**src/rtl/alu_share_ctrl.sv**
```systemverilog
// alu_share_ctrl
//   Time-shares one combinational ALU between two requesters. A round-robin
//   arbiter picks a requester in IDLE, its operands/opcode are registered and
//   driven into the ALU, the result and zero flag are captured one cycle later
//   and held on a valid/ready response channel back to the owning requester.
//
// Ports
//   clk, rst                    clock, synchronous active-high reset
//   reqN_valid/ready            request handshake, N = 0,1
//   reqN_a/b/op                 operands and opcode for requester N
//   respN_valid/ready           response handshake, N = 0,1
//   respN_result/zero           captured result / zero flag (shared registers)
//   alu_a/b/ctrl                registered operands/opcode toward the ALU
//   alu_result/zero             combinational ALU outputs
module alu_share_ctrl #(
    parameter int DATA_W = 32,
    parameter int OP_W   = 6
) (
    input  logic              clk,
    input  logic              rst,
    input  logic              req0_valid,
    output logic              req0_ready,
    input  logic [DATA_W-1:0] req0_a,
    input  logic [DATA_W-1:0] req0_b,
    input  logic [OP_W-1:0]   req0_op,
    output logic              resp0_valid,
    input  logic              resp0_ready,
    output logic [DATA_W-1:0] resp0_result,
    output logic              resp0_zero,
    input  logic              req1_valid,
    output logic              req1_ready,
    input  logic [DATA_W-1:0] req1_a,
    input  logic [DATA_W-1:0] req1_b,
    input  logic [OP_W-1:0]   req1_op,
    output logic              resp1_valid,
    input  logic              resp1_ready,
    output logic [DATA_W-1:0] resp1_result,
    output logic              resp1_zero,
    output logic [DATA_W-1:0] alu_a,
    output logic [DATA_W-1:0] alu_b,
    output logic [OP_W-1:0]   alu_ctrl,
    input  logic [DATA_W-1:0] alu_result,
    input  logic              alu_zero
);

    typedef enum logic [1:0] {
        IDLE = 2'd0,
        EXEC = 2'd1,
        RESP = 2'd2
    } state_t;

    typedef struct packed {
        logic [DATA_W-1:0] a;
        logic [DATA_W-1:0] b;
        logic [OP_W-1:0]   op;
    } req_t;

    state_t            state, state_nx;
    logic [DATA_W-1:0] opa, opb, res;
    logic [OP_W-1:0]   opc;
    logic              owner, last_grant, zf;
    logic              gnt_vld, gnt_sel;
    req_t              req_sel;

    // Round-robin pick. Suppressed while rst is high so a requester never
    // sees a handshake that reset is about to discard.
    always_comb begin
        gnt_vld = 1'b0;
        gnt_sel = 1'b0;
        if (state == IDLE && !rst) begin
            if (req0_valid && req1_valid) begin
                gnt_vld = 1'b1;
                gnt_sel = ~last_grant;
            end else if (req0_valid) begin
                gnt_vld = 1'b1;
                gnt_sel = 1'b0;
            end else if (req1_valid) begin
                gnt_vld = 1'b1;
                gnt_sel = 1'b1;
            end
        end
    end

    assign req_sel = gnt_sel ? req_t'{req1_a, req1_b, req1_op}
                             : req_t'{req0_a, req0_b, req0_op};

    // State register
    always_ff @(posedge clk) begin
        if (rst) state <= IDLE;
        else     state <= state_nx;
    end

    // Next state and handshake outputs
    always_comb begin
        state_nx    = state;
        req0_ready  = 1'b0;
        req1_ready  = 1'b0;
        resp0_valid = 1'b0;
        resp1_valid = 1'b0;
        case (state)
            IDLE: begin
                if (gnt_vld) begin
                    req0_ready = ~gnt_sel;
                    req1_ready = gnt_sel;
                    state_nx   = EXEC;
                end
            end
            EXEC: state_nx = RESP;
            RESP: begin
                // A response pending during reset is dropped, not offered.
                if (!rst) begin
                    resp0_valid = ~owner;
                    resp1_valid = owner;
                end
                if (owner ? resp1_ready : resp0_ready) state_nx = IDLE;
            end
            default: state_nx = IDLE;
        endcase
    end

    // Operand, ownership and result registers
    always_ff @(posedge clk) begin
        if (rst) begin
            opa        <= '0;
            opb        <= '0;
            opc        <= '0;
            owner      <= 1'b0;
            last_grant <= 1'b1;  // requester 0 wins the first contention
            res        <= '0;
            zf         <= 1'b0;
        end else begin
            if (gnt_vld) begin
                opa        <= req_sel.a;
                opb        <= req_sel.b;
                opc        <= req_sel.op;
                owner      <= gnt_sel;
                last_grant <= gnt_sel;
            end
            if (state == EXEC) begin
                res <= alu_result;
                zf  <= alu_zero;
            end
        end
    end

    assign alu_a        = opa;
    assign alu_b        = opb;
    assign alu_ctrl     = opc;
    assign resp0_result = res;
    assign resp1_result = res;
    assign resp0_zero   = zf;
    assign resp1_zero   = zf;

endmodule

```
**config.mk**
```make
export PLATFORM = sky130hd
export DESIGN_NAME = alu_share_ctrl
export DESIGN_NICKNAME = d
export VERILOG_FILES = /design/src/rtl/alu_share_ctrl.sv
export SDC_FILE = /design/constraint.sdc
export NUM_CORES = 1
export LEC_CHECK = 0
export CORE_ASPECT_RATIO = 0.7
export CORE_MARGIN = 10
export CORE_UTILIZATION = 55
export DETAILED_ROUTE_END_ITERATION = 16
export DONT_BUFFER_PORTS = 1
export PLACE_DENSITY = 0.79
export SLEW_MARGIN = 40
export SYNTH_ARGS = -nofsm -noshare
export SYNTH_HDL_FRONTEND = slang
export SYNTH_SLANG_ARGS = --single-unit
```
**constraint.sdc**
```tcl
create_clock -name clk -period 1.4 [get_ports clk]
set_input_delay 0.42 -clock clk [delete_from_list [all_inputs] [get_ports clk]]
set_output_delay 0.42 -clock clk [all_outputs]
set_load 0.03 [all_outputs]
```
==> reports/summary.json, run 1 <==
{
  "finalSetupTns": {"value": -8.68, "unit": "ns"},
  "total_of_endpoints_with_negative_setup_slack_in_the_final_report": {"value": 73},
  "synth-simple-area-share": {"value": 5.86, "unit": "%"},
  "synth_top_cell_by_area": {"value": "sky130_fd_sc_hd__dfxtp_1"},
  "drv_cap": {"value": 0},
  "std_cell_rows": {"value": 30},
  "maximum_number_of_pins_on_one_net_before_global_route_repair": {"value": 110},
  "final.fill_count": {"value": 653},
  "detailedPlacementHpwl": {"value": 13000, "unit": "um"},
  "crit_path_cell_trace": {"value": "nor3_4 -> buf_6 -> buf_6 -> buf_6 -> buf_12 -> buf_12 -> buf_12 -> buf_16 -> buf_12 -> o211ai_1 -> o32ai_2"},
  "design.die.area": {"value": 14800, "unit": "um^2"},
  "cts.path.max_buffers": {"value": 2},
  "critical_path_start_end_classification": {"value": "reg2reg"},
  "synth_largest_type_area_fraction": {"value": 37.9, "unit": "%"},
  "clock_sink_count": {"value": 107},
  "yosys_warnings": {"value": 0},
  "clock_tree_from_tritoncts": {"value": "yes"},
  "syn2layout_area_growth": {"value": 27.6, "unit": "%"},
  "antenna_violating_nets_post_route": {"value": 0},
  "final_layout_size_suffix_gt1_share": {"value": 40.0, "unit": "%"},
  "synth_compound_gate_area_share": {"value": 39.3, "unit": "%"},
  "globalRoute.totalOverflow": {"value": 0},
  "place_ws": {"value": -0.111, "unit": "ns"},
  "detailroute.wirelength.met2": {"value": 10500, "unit": "um"},
  "total_wirelength": {"value": 20100, "unit": "um"},
  "chipHeight": {"value": 105, "unit": "um"},
  "critPathSlowestCell": {"value": "sky130_fd_sc_hd__dfxtp_2"},
  "grt_util_all_layers": {"value": 23.7, "unit": "%"},
  "yosys_reg_bits": {"value": 107},
  "layout.cells.most_common": {"value": "sky130_fd_sc_hd__dfxtp_1"},
  "setup.worst_path.start_class": {"value": "flop"},
  "min_period_over_period": {"value": 124, "unit": "%"},
  "finalWorstSetupSlack": {"value": -0.330, "unit": "ns"},
  "synth_fp_nets": {"value": 782},
  "core_area": {"value": 9870, "unit": "um^2"},
  "timing.max_slew.rel_slack": {"value": 73.2, "unit": "%"},
  "antenna-diode-count": {"value": 0},
  "clk_pin_slew_worst_setup_hold_paths": {"value": 0.07, "unit": "ns"},
  "dominant_combinational_cell_family_by_area_after_synthesis": {"value": "compound AO/OA/AOI/OAI gates"},
  "number_of_max_slew_violations_in_the_final_report": {"value": 0},
  "layout.nets": {"value": 799},
  "io_buffer_count": {"value": 0},
  "cts.root.buffer_cell": {"value": "sky130_fd_sc_hd__clkbuf_16"},
  "fmax": {"value": 0.578, "unit": "GHz"},
  "antenna_violations_before_repair": {"value": 0},
  "muxShareOfSynthArea": {"value": 0.177, "unit": "%"},
  "rsz_0062_raised_after_global_routing": {"value": "yes"},
  "synth_cell_types": {"value": 28},
  "power.density": {"value": 1280, "unit": "nW/um^2"},
  "via_count_of_the_first_global_routing_pass": {"value": 4827},
  "m1WireLength": {"value": 6910, "unit": "um"},
  "timing.critical_path.arrival": {"value": 1.99, "unit": "ns"},
  "worstHoldPathType": {"value": "in2reg"},
  "period_minus_slack": {"value": 1.73, "unit": "ns"},
  "detailroute.via_count": {"value": 4779},
  "drt_first_iter_violations": {"value": 297},
  "failed_checks": {"value": "setup timing"},
  "cellLeakagePower": {"value": 2.56, "unit": "nW"},
  "gp_congestion": {"value": 0.786},
  "avgViaCountPerCell": {"value": 6.35},
  "power.ir.vdd_worst": {"value": 0.829, "unit": "mV"},
  "grt_pass1_wl": {"value": 28300, "unit": "um"},
  "yosys-top-cells-area": {"value": "sky130_fd_sc_hd__dfxtp_1, sky130_fd_sc_hd__o32ai_2, sky130_fd_sc_hd__a21oi_1, sky130_fd_sc_hd__o211ai_1, sky130_fd_sc_hd__inv_1"},
  "yosys.area_share.xor_xnor": {"value": 0, "unit": "%"},
  "share_of_the_yosys_chip_area_belonging_to_registers": {"value": 37.9, "unit": "%"},
  "power": {"value": 9.25, "unit": "mW"},
  "topRoutingLayerUsed": {"value": "met4"},
  "hold_viol_final": {"value": 0},
  "met3_length": {"value": 2430, "unit": "um"},
  "status": {"value": "complete, but fails checks"},
  "first_pass_iters": {"value": 5},
  "holdBufCountCts": {"value": 0},
  "synthCells": {"value": 603},
  "ioPinCount": {"value": 319},
  "route.detailed.drc": {"value": 0},
  "postSynthAreaPerCell": {"value": 9.39, "unit": "um^2"},
  "critPathCaptureType": {"value": "flop"},
  "synth_adder_area_share": {"value": 0, "unit": "%"},
  "die-width": {"value": 141, "unit": "um"},
  "most_frequent_cells_in_the_layout": {"value": "sky130_fd_sc_hd__dfxtp_1, sky130_fd_sc_hd__inv_1, sky130_fd_sc_hd__o32ai_2"},
  "finClkSkew": {"value": 0.00606, "unit": "ns"},
  "floorplan.initialDensity": {"value": 57.3, "unit": "%"},
  "number_of_buffers_created_by_cts": {"value": 9},
  "cp_max_fo": {"value": 4},
  "h-tree-depth": {"value": 3},
  "wl_per_cell": {"value": 26.7, "unit": "um"},
  "insertion_delay": {"value": 0.34, "unit": "ns"},
  "critPathMostFrequentCell": {"value": "sky130_fd_sc_hd__buf_12"},
  "post_synth_instance_area": {"value": 5660, "unit": "um^2"},
  "worst-endpoint-required": {"value": 1.66, "unit": "ns"},
  "timing.critical_path.slowest_cell_delay": {"value": 0.34, "unit": "ns"},
  "max_slew.worst_pin.slew": {"value": 0.402, "unit": "ns"}
}
## cell families after synthesis
logic type | after synthesis
and+or+nand+nor | 76
AOI/OAI and AO/OA | 248
DFF | 107
buffers and inverters | 171
muxes | 1
## final timing paths
| check | from | end | slack (ns) | cells past startpoint |
|---|---|---|---|---|
| worst max-delay path | state[0]$_SDFFE_PP0P_ | alu_a[18]$_SDFFE_PP0P_ | -0.33 | 11 |
| worst min-delay path | rst | alu_ctrl[0]$_SDFFE_PP0P_ | 0.20 | 1 |
| worst max register to register | state[0]$_SDFFE_PP0P_ | alu_a[18]$_SDFFE_PP0P_ | -0.33 | 11 |
| worst min register to register | resp0_result[15]$_SDFFE_PP0N_ | resp0_result[15]$_SDFFE_PP0N_ | 0.45 | 2 |
## sequential cells by signal (all words and copies together) (netlist names)
name	flops
resp0_result	32
last_grant	1
alu_a	32
resp0_zero	1
owner	1
alu_b	32
state	2
alu_ctrl	6
## critical path, delay by kind of cell (launching register included)
family,cells,cell delay (ns)
buffers and inverters,8,0.86
flip-flops,1,0.34
AO/OA/AOI/OAI,2,0.24
AND/OR/NAND/NOR,1,0.21
## routing by layer
metal  track usage, %  up-vias
li1                 -     2162
met1             24.9     2269
met2             41.4      320
met3             11.2       28
met4             6.84        0
met5                0        -
## per-stage QoR
| step | std cells | cell area [um^2] | util [%] | hold WS (ns) |
|---|---|---|---|---|
| finish | 753 | 7220 | 73.1 | 0.205 |
| global route | 753 | 7220 | 73.1 | 0.152 |
| CTS | 743 | 6800 | 68.9 | 0.149 |
| detailed placement | 696 | 5800 | 58.7 | 0.443 |
| global placement | 696 | 5800 | 58.7 | 0.437 |
| floorplan | 603 | 5730 | - | 0.455 |
## cells in the mapped netlist, drive strengths merged
master and instances:
dfxtp 107, a21oi 104, buf 79, inv 72, o211ai 70, o32ai 70, nand2 67, clkbuf 20
a211o 1, a21bo 1, a21boi 1, a31o 1, and2 1, and2b 1, mux2i 1, nand2b 1
nand3b 1, nor2 1, nor3 1, nor4b 1, nor4bb 1, or2 1
## repair_timing
action / in CTS / in global routing
pin swaps: 18 / 30
endpoints found under the setup margin: 40 / 74
gates cloned: 10 / 10
resized for setup: 62 / 69
buffers inserted: 22 / 15
## power by group
part,switching (mW),internal [mW]
sequential,0.705,3.36
combinational,1.38,1.19
clock,1.16,1.46
total,3.25,6.01
## cell type report
cell class	count	area [um^2]	share of cell area [%]
Inverter	72	283	3.92
Clock buffer	10	239	3.31
Tap cell	128	160	2.22
Sequential cell	107	2140	29.7
Timing Repair Buffer	105	1420	19.6
Clock inverter	6	71.3	0.988
Multi-Input combinational cell	325	2900	40.2
Note: power is estimated with default switching activity, not from simulation.
==> run 2: changes to the inputs <==
Settings changed: RECOVER_POWER set to 100.
==> run 2 against run 1 <==
Effect of this change: final cell count unchanged; the run still ends with setup timing left; register-to-register slack hardly changed; critical path type unchanged; non-clock buffer count unchanged.
==> reports/summary.json, run 2 (same netlist as run 1, synthesis figures left out) <==
{
  "worst-endpoint-required": {"value": 1.66, "unit": "ns", "change": "about the same"},
  "fmax": {"value": 0.577, "unit": "GHz", "change": "-0.16%"},
  "floorplan.initialDensity": {"value": 57.3, "unit": "%", "change": "unchanged"},
  "detailroute.via_count": {"value": 4767, "change": "-0.25%"},
  "period_minus_slack": {"value": 1.73, "unit": "ns", "change": "+0.00277 ns"},
  "final_layout_size_suffix_gt1_share": {"value": 40.0, "unit": "%", "change": "unchanged"},
  "finClkSkew": {"value": 0.00620, "unit": "ns", "change": "+0.000144 ns"},
  "power": {"value": 9.26, "unit": "mW", "change": "about the same"},
  "clock_tree_from_tritoncts": {"value": "yes"},
  "avgViaCountPerCell": {"value": 6.33, "change": "-0.25%"},
  "power_switching": {"value": 3.26, "unit": "mW", "change": "+0.51%"},
  "first_pass_iters": {"value": 5, "change": "unchanged"},
  "cp_max_fo": {"value": 4, "change": "unchanged"},
  "die-width": {"value": 141, "unit": "um", "change": "unchanged"},
  "critPathSlowestCell": {"value": "sky130_fd_sc_hd__dfxtp_2"},
  "critPathMostFrequentCell": {"value": "sky130_fd_sc_hd__buf_12"},
  "startpoint": {"value": "state[0]$_SDFFE_PP0P_"},
  "hold_start": {"value": "rst"},
  "reg2reg_capture_point": {"value": "alu_a[18]$_SDFFE_PP0P_"},
  "cts.root.buffer_cell": {"value": "sky130_fd_sc_hd__clkbuf_16"},
  "rsz_0062_raised_after_global_routing": {"value": "yes"},
  "status": {"value": "complete, but fails checks"},
  "layout.nets": {"value": 799, "change": "unchanged"},
  "count_of_cells_along_the_worst_hold_path": {"value": 1, "change": "unchanged"},
  "ff2ff_setup_slack": {"value": -0.33, "unit": "ns", "change": "about the same"},
  "share_seq_of_total_power": {"value": 43.9, "unit": "%", "change": "about the same"},
  "setup.worst_path.start_class": {"value": "flop"},
  "detailedPlacementHpwl": {"value": 13000, "unit": "um", "change": "unchanged"},
  "clock_sink_count": {"value": 107, "change": "unchanged"},
  "total_of_endpoints_with_negative_setup_slack_in_the_final_report": {"value": 74, "change": "+1.4%"},
  "clk_pin_slew_worst_setup_hold_paths": {"value": 0.07, "unit": "ns", "change": "about the same"},
  "cts.path.max_buffers": {"value": 2, "change": "unchanged"},
  "maximum_number_of_pins_on_one_net_before_global_route_repair": {"value": 110, "change": "unchanged"},
  "netSwitchingFraction": {"value": 35.2, "unit": "%", "change": "+0.17 points"},
  "insertion_delay": {"value": 0.34, "unit": "ns", "change": "about the same"},
  "number_of_buffers_and_inverters_on_the_critical_path": {"value": 8, "change": "unchanged"},
  "drt_first_iter_violations": {"value": 314, "change": "+5.7%"},
  "failed_checks": {"value": "setup timing"},
  "ioPinCount": {"value": 319, "change": "unchanged"},
  "timing.critical_path.slowest_cell_delay": {"value": 0.34, "unit": "ns", "change": "about the same"},
  "drv_cap": {"value": 0, "change": "unchanged"},
  "grt_pass1_wl": {"value": 28300, "unit": "um", "change": "unchanged"},
  "comb_power_share": {"value": 27.6, "unit": "%", "change": "-0.2 points"},
  "finalWorstSetupSlack": {"value": -0.333, "unit": "ns", "change": "-0.00277 ns"},
  "timing.critical_path.arrival": {"value": 1.99, "unit": "ns", "change": "about the same"},
  "io_buffer_count": {"value": 0, "change": "unchanged"},
  "via_count_of_the_first_global_routing_pass": {"value": 4827, "change": "unchanged"},
  "place_ws": {"value": -0.111, "unit": "ns", "change": "unchanged"},
  "max_slew.worst_pin.slew": {"value": 0.393, "unit": "ns", "change": "-0.00878 ns"},
  "min_period_over_period": {"value": 124, "unit": "%", "change": "+0.20 points"},
  "power.ir.vdd_worst": {"value": 0.831, "unit": "mV", "change": "+0.26%"},
  "wl_per_cell": {"value": 26.6, "unit": "um", "change": "-0.28%"},
  "worstHoldEndpoint": {"value": "alu_ctrl[0]$_SDFFE_PP0P_"},
  "most_frequent_cells_in_the_layout": {"value": "sky130_fd_sc_hd__dfxtp_1, sky130_fd_sc_hd__inv_1, sky130_fd_sc_hd__o32ai_2"},
  "h-tree-depth": {"value": 3, "change": "unchanged"},
  "internal-power": {"value": 5.99, "unit": "mW", "change": "-0.26%"},
  "gp_congestion": {"value": 0.786, "change": "unchanged"},
  "grt_util_all_layers": {"value": 23.7, "unit": "%", "change": "unchanged"},
  "worstReg2RegStart": {"value": "state[0]$_SDFFE_PP0P_"},
  "number_of_max_slew_violations_in_the_final_report": {"value": 0, "change": "unchanged"},
  "power.density": {"value": 1290, "unit": "nW/um^2", "change": "+0.36%"},
  "design.die.area": {"value": 14800, "unit": "um^2", "change": "unchanged"},
  "antenna_violating_nets_post_route": {"value": 0, "change": "unchanged"},
  "critPathCaptureType": {"value": "flop"},
  "std_cell_rows": {"value": 30, "change": "unchanged"},
  "timing.max_slew.rel_slack": {"value": 73.8, "unit": "%", "change": "+0.59 points"},
  "final.fill_count": {"value": 656, "change": "+0.46%"},
  "antenna_violations_before_repair": {"value": 0, "change": "unchanged"},
  "hold_viol_final": {"value": 0, "change": "unchanged"},
  "cellLeakagePower": {"value": 2.55, "unit": "nW", "change": "-0.66%"},
  "crit_path_cell_trace": {"value": "nor3_4 -> buf_6 -> buf_6 -> buf_6 -> buf_12 -> buf_12 -> buf_12 -> buf_16 -> buf_12 -> o211ai_1 -> o32ai_2"},
  "total_wirelength": {"value": 20100, "unit": "um", "change": "-0.28%"},
  "power.clock.fraction": {"value": 28.6, "unit": "%", "change": "+0.3 points"},
  "worst_r2r_path_depth": {"value": 11, "change": "unchanged"},
  "antenna-diode-count": {"value": 0, "change": "unchanged"},
  "number_of_buffers_created_by_cts": {"value": 9, "change": "unchanged"},
  "globalRoute.totalOverflow": {"value": 0, "change": "unchanged"},
  "critical_path_start_end_classification": {"value": "reg2reg"},
  "crit_path_leading_delay_family": {"value": "buffers and inverters"},
  "syn2layout_area_growth": {"value": 27.1, "unit": "%"},
  "route.detailed.drc": {"value": 0, "change": "unchanged"},
  "layout.cells.most_common": {"value": "sky130_fd_sc_hd__dfxtp_1"},
  "core_area": {"value": 9870, "unit": "um^2", "change": "unchanged"},
  "worstHoldPathType": {"value": "in2reg"},
  "chipHeight": {"value": 105, "unit": "um", "change": "unchanged"}
}
[run 2: what timing repair did]
| item | CTS | global route |
|---|---|---|
| gates cloned | 10 | 10 |
| gates resized for setup | 62 | 69 |
| endpoints found under the setup margin | 40 | 74 |
| pin swaps | 18 | 30 |
| hold buffers | 0 | 0 |
| setup buffers | 22 | 15 |
[run 2: worst max path at each step]
stage                                         to  depth (start not counted)
after detailed placement   alu_a[3]$_SDFFE_PP0P_                          4
final                     alu_a[18]$_SDFFE_PP0P_                         11
after global placement     alu_a[3]$_SDFFE_PP0P_                          4
after CTS                            resp1_valid                          3
after global routing      alu_a[18]$_SDFFE_PP0P_                         11
after floorplan                      resp0_valid                          3
[run 2: through the flow]
stage | cells | cell area (um^2) | util (%) | setup TNS [ns] | hold slack (ns)
floorplan | 603 | 5730 | - | -1.54 | 0.455
global placement | 696 | 5800 | 58.7 | -2.65 | 0.437
detailed placement | 696 | 5800 | 58.7 | -3.64 | 0.443
CTS | 743 | 6800 | 68.9 | -12.80 | 0.149
global route | 753 | 7190 | 72.9 | -15.51 | 0.152
finish | 753 | 7190 | 72.9 | -11.02 | 0.205
[run 2: routing by layer]
layer	GRT usage, %	vias to the layer above	wire, um
met5	0	-	0
met4	6.84	0	310
met3	11.2	28	2320
met2	41.4	306	10400
met1	24.9	2273	7060
li1	-	2160	-
[run 2: power groups by stage]
stage                     clock (mW)  sequential (mW)  combinational (mW)
after global routing            2.79             4.10                2.70
after detailed placement           0             4.14                1.85
final                           2.64             4.06                2.55
after floorplan                    0             4.18                1.50
after global placement             0             4.12                1.77
after CTS                       2.69             4.07                2.30
[run 2: layout make-up]
| class | instances | area (um^2) | area share, % |
|---|---|---|---|
| multi-input combinational | 325 | 2900 | 40.4 |
| sequential | 107 | 2140 | 29.8 |
| timing repair buffer | 105 | 1400 | 19.5 |
| inverter | 72 | 273 | 3.79 |
| clock buffer | 10 | 239 | 3.32 |
| tap | 128 | 160 | 2.23 |
| clock inverter | 6 | 71.3 | 0.991 |
==> run 3: changes to the inputs <==
Settings changed: ABC_AREA set to 1, CORE_AREA set to 10 10 115 117, CORE_ASPECT_RATIO 0.7 to not set, CORE_MARGIN 10 to not set, CORE_UTILIZATION 55 to not set, DIE_AREA set to 0 0 125 127, PLACE_DENSITY 0.79 to 0.71.
==> run 3 against run 2 <==
Effect of this change: the flow still finishes with violations (setup timing); via count fell by 0.36%; combinational power fell by 30%; register-to-register slack improved by 0.23 ns; final cell count rose by 17%; critical endpoint is now resp0_valid; sequential cell count did not move; core utilization fell by 21 points; critical path depth fell by 6; sequential share of layout area rose by 7.2 points; critical path type is now reg2out; largest cell class unchanged; maximum frequency rose by 4.9%; clock power rose by 6%; first-iteration DRC count fell by 18%; power fell by 6.3%.
==> reports/summary.json, run 3 <==
{
  "yosys_warnings": {"value": 0, "change": "unchanged"},
  "period_minus_slack": {"value": 1.65, "unit": "ns", "change": "-0.0815 ns"},
  "failed_checks": {"value": "setup timing"},
  "drt_first_iter_violations": {"value": 256, "change": "-18%"},
  "setup.worst_path.start_class": {"value": "flop"},
  "critPathSlowestCell": {"value": "sky130_fd_sc_hd__dfxtp_4"},
  "layout.cells.most_common": {"value": "sky130_fd_sc_hd__nor2_1"},
  "yosys_most_used_dff": {"value": "sky130_fd_sc_hd__dfxtp_1"},
  "detailedPlacementHpwl": {"value": 12400, "unit": "um", "change": "-4.2%"},
  "postSynth.asyncResetShare": {"value": 0, "unit": "%", "change": "unchanged"},
  "seqCellArea": {"value": 2150, "unit": "um^2", "change": "+0.17%"},
  "ioPinCount": {"value": 319, "change": "unchanged"},
  "finalSetupTns": {"value": -4.04, "unit": "ns", "change": "+6.98 ns"},
  "std_cell_rows": {"value": 39, "change": "+30%"},
  "synth_enable_flop_cells": {"value": 0, "change": "unchanged"},
  "timing.max_slew.rel_slack": {"value": 65.5, "unit": "%", "change": "-8.3 points"},
  "share_of_the_yosys_chip_area_belonging_to_registers": {"value": 41.3, "unit": "%", "change": "+3.4 points"},
  "antenna_violating_nets_post_route": {"value": 0, "change": "unchanged"},
  "core_area": {"value": 11100, "unit": "um^2", "change": "+13%"},
  "drv_cap": {"value": 0, "change": "unchanged"},
  "number_of_buffers_created_by_cts": {"value": 9, "change": "unchanged"},
  "total_wirelength": {"value": 16100, "unit": "um", "change": "-20%"},
  "die-width": {"value": 125, "unit": "um", "change": "-11%"},
  "most_numerous_cell_types_in_the_synthesized_netlist": {"value": "sky130_fd_sc_hd__nor2_1, sky130_fd_sc_hd__nand2_1, sky130_fd_sc_hd__dfxtp_1"},
  "yosys_reg_bits": {"value": 107, "change": "unchanged"},
  "maximum_number_of_pins_on_one_net_before_global_route_repair": {"value": 63, "change": "-43%"},
  "chipHeight": {"value": 127, "unit": "um", "change": "+21%"},
  "fmax": {"value": 0.606, "unit": "GHz", "change": "+4.9%"},
  "finalWorstSetupSlack": {"value": -0.251, "unit": "ns", "change": "+0.0815 ns"},
  "cts.path.max_buffers": {"value": 2, "change": "unchanged"},
  "synth_cell_types": {"value": 19, "change": "-32%"},
  "io_buffer_count": {"value": 0, "change": "unchanged"},
  "gp_congestion": {"value": 0.881, "change": "+12%"},
  "clock_tree_from_tritoncts": {"value": "yes"},
  "globalRoute.totalOverflow": {"value": 0, "change": "unchanged"},
  "floorplan.initialDensity": {"value": 46.6, "unit": "%", "change": "-11 points"},
  "number_of_max_slew_violations_in_the_final_report": {"value": 0, "change": "unchanged"},
  "min_period_over_period": {"value": 118, "unit": "%", "change": "-5.8 points"},
  "finClkSkew": {"value": 0.00560, "unit": "ns", "change": "-0.000601 ns"},
  "place_ws": {"value": -0.0624, "unit": "ns", "change": "+0.0488 ns"},
  "postSynthAreaPerCell": {"value": 6.99, "unit": "um^2", "change": "-26%"},
  "h-tree-depth": {"value": 3, "change": "unchanged"},
  "yosys-top-cells-area": {"value": "sky130_fd_sc_hd__dfxtp_1, sky130_fd_sc_hd__nor2_1, sky130_fd_sc_hd__nand2_1, sky130_fd_sc_hd__o21bai_1, sky130_fd_sc_hd__nand3_1"},
  "timing.critical_path.arrival": {"value": 1.23, "unit": "ns", "change": "-0.76 ns"},
  "critPathCaptureType": {"value": "output pin"},
  "crit_path_cell_trace": {"value": "inv_2 -> nor2_2 -> inv_2 -> nor3_2 -> buf_4"},
  "cts.root.buffer_cell": {"value": "sky130_fd_sc_hd__clkbuf_16"},
  "multiInputGateArea": {"value": 2490, "unit": "um^2", "change": "-14%"},
  "status": {"value": "complete, but fails checks"},
  "design.die.area": {"value": 15900, "unit": "um^2", "change": "+7.2%"},
  "route.detailed.drc": {"value": 0, "change": "unchanged"},
  "clk_pin_slew_worst_setup_hold_paths": {"value": 0.07, "unit": "ns", "change": "about the same"},
  "cp_max_fo": {"value": 3, "change": "-1"},
  "final_layout_size_suffix_gt1_share": {"value": 13.2, "unit": "%", "change": "-27 points"},
  "synthMostInstantiatedCell": {"value": "sky130_fd_sc_hd__nor2_1"},
  "critPathMostFrequentCell": {"value": "sky130_fd_sc_hd__inv_2"},
  "grt_util_all_layers": {"value": 18.7, "unit": "%", "change": "-5.0 points"},
  "most_frequent_cells_in_the_layout": {"value": "sky130_fd_sc_hd__nor2_1, sky130_fd_sc_hd__nand2_1, sky130_fd_sc_hd__dfxtp_1"},
  "synth_fp_nets": {"value": 921, "change": "+18%"},
  "wl_per_cell": {"value": 18.4, "unit": "um", "change": "-31%"},
  "power": {"value": 8.67, "unit": "mW", "change": "-6.3%"},
  "avgViaCountPerCell": {"value": 5.41, "change": "-15%"},
  "max_slew.worst_pin.slew": {"value": 0.517, "unit": "ns", "change": "+0.125 ns"},
  "timing.critical_path.slowest_cell_delay": {"value": 0.37, "unit": "ns", "change": "+0.03 ns"},
  "grt_pass1_wl": {"value": 24600, "unit": "um", "change": "-13%"},
  "post_synth_instance_area": {"value": 5190, "unit": "um^2", "change": "-8.3%"},
  "worst-endpoint-required": {"value": 0.98, "unit": "ns", "change": "-0.68 ns"},
  "syn2layout_area_growth": {"value": 11.8, "unit": "%"},
  "layout.nets": {"value": 908, "change": "+14%"},
  "holdBufCountCts": {"value": 0, "change": "unchanged"},
  "hold_viol_final": {"value": 0, "change": "unchanged"},
  "synthCells": {"value": 742, "change": "+23%"},
  "power.density": {"value": 1490, "unit": "nW/um^2", "change": "+16%"},
  "worstHoldPathType": {"value": "in2reg"},
  "synth_largest_type_area_fraction": {"value": 41.3, "unit": "%", "change": "+3.4 points"},
  "rsz_0062_raised_after_global_routing": {"value": "yes"},
  "clock_sink_count": {"value": 107, "change": "unchanged"},
  "total_of_endpoints_with_negative_setup_slack_in_the_final_report": {"value": 53, "change": "-28%"},
  "cellLeakagePower": {"value": 2.78, "unit": "nW", "change": "+9.3%"},
  "insertion_delay": {"value": 0.34, "unit": "ns", "change": "about the same"},
  "critical_path_start_end_classification": {"value": "reg2out"},
  "synth_top_cell_by_area": {"value": "sky130_fd_sc_hd__dfxtp_1"},
  "final.fill_count": {"value": 1064, "change": "+62%"},
  "first_pass_iters": {"value": 4, "change": "-1"},
  "via_count_of_the_first_global_routing_pass": {"value": 4663, "change": "-3.4%"},
  "antenna_violations_before_repair": {"value": 1, "change": "+1"},
  "power.ir.vdd_worst": {"value": 0.911, "unit": "mV", "change": "+9.6%"},
  "detailroute.via_count": {"value": 4750, "change": "-0.36%"}
}
-- run 3: critical path, delay by kind of cell, from the launching register on --
kind          cells  cell delay [ns]
flops             1             0.37
buf+inv           3             0.29
simple gates      2             0.22
-- run 3: cell families after synthesis --
kind of cell	synth area share, %
and+or+nand+nor	33.3
DFF	41.3
buffers and inverters	11.7
AOI/OAI and AO/OA	13.7
-- run 3: routing by layer --
layer	vias up	track usage (%)	part of all wire, %
li1	2302	-	-
met2	276	32.2	50
met4	0	8.13	2.3
met1	2142	19.1	36
met5	-	0	0
met3	30	8.89	12
-- run 3: worst paths after layout --
check | from | endpoint | slack [ns] | cells past startpoint
max reg2reg | state[1]$_SDFFE_PP0P_ | alu_a[20]$_SDFFE_PP0P_ | -0.10 | 7
min reg2reg | last_grant$_SDFFE_PP1P_ | last_grant$_SDFFE_PP1P_ | 0.48 | 2
max | state[1]$_SDFFE_PP0P_ | resp0_valid | -0.25 | 5
min | rst | state[1]$_SDFFE_PP0P_ | 0.13 | 1
-- run 3: per-stage QoR --
step	area [um^2]	utilization [%]	cells	hold WS, ns
floorplan	5220	-	742	0.429
global placement	5440	48.9	858	0.482
detailed placement	5440	48.9	858	0.491
CTS	5800	52.2	876	0.110
global route	5800	52.1	878	0.114
finish	5800	52.1	878	0.127
-- run 3: final cells by class --
cell class	instances	area share, %
diodes	1	0.0431
clock buffers	11	4.36
clock inverters	5	1.47
inverters	10	0.647
multi-input cells	538	42.9
flip-flops and latches	107	37.0
well taps	143	3.08
repair buffers	63	10.5
-- run 3: timing repair --
item / in CTS / in global routing
buffers inserted: 2 / 1
pin swaps: 5 / 1
endpoints found under the hold margin: 0 / 0
resized for setup: 7 / 4
setup endpoints to repair: 4 / 25
-- run 3: report_power, final --
group | total [mW] | internal, mW | switching, mW
combinational | 1.78 | 0.561 | 1.22
sequential | 4.09 | 3.39 | 0.695
clock | 2.81 | 1.67 | 1.13
total | 8.67 | 5.62 | 3.05
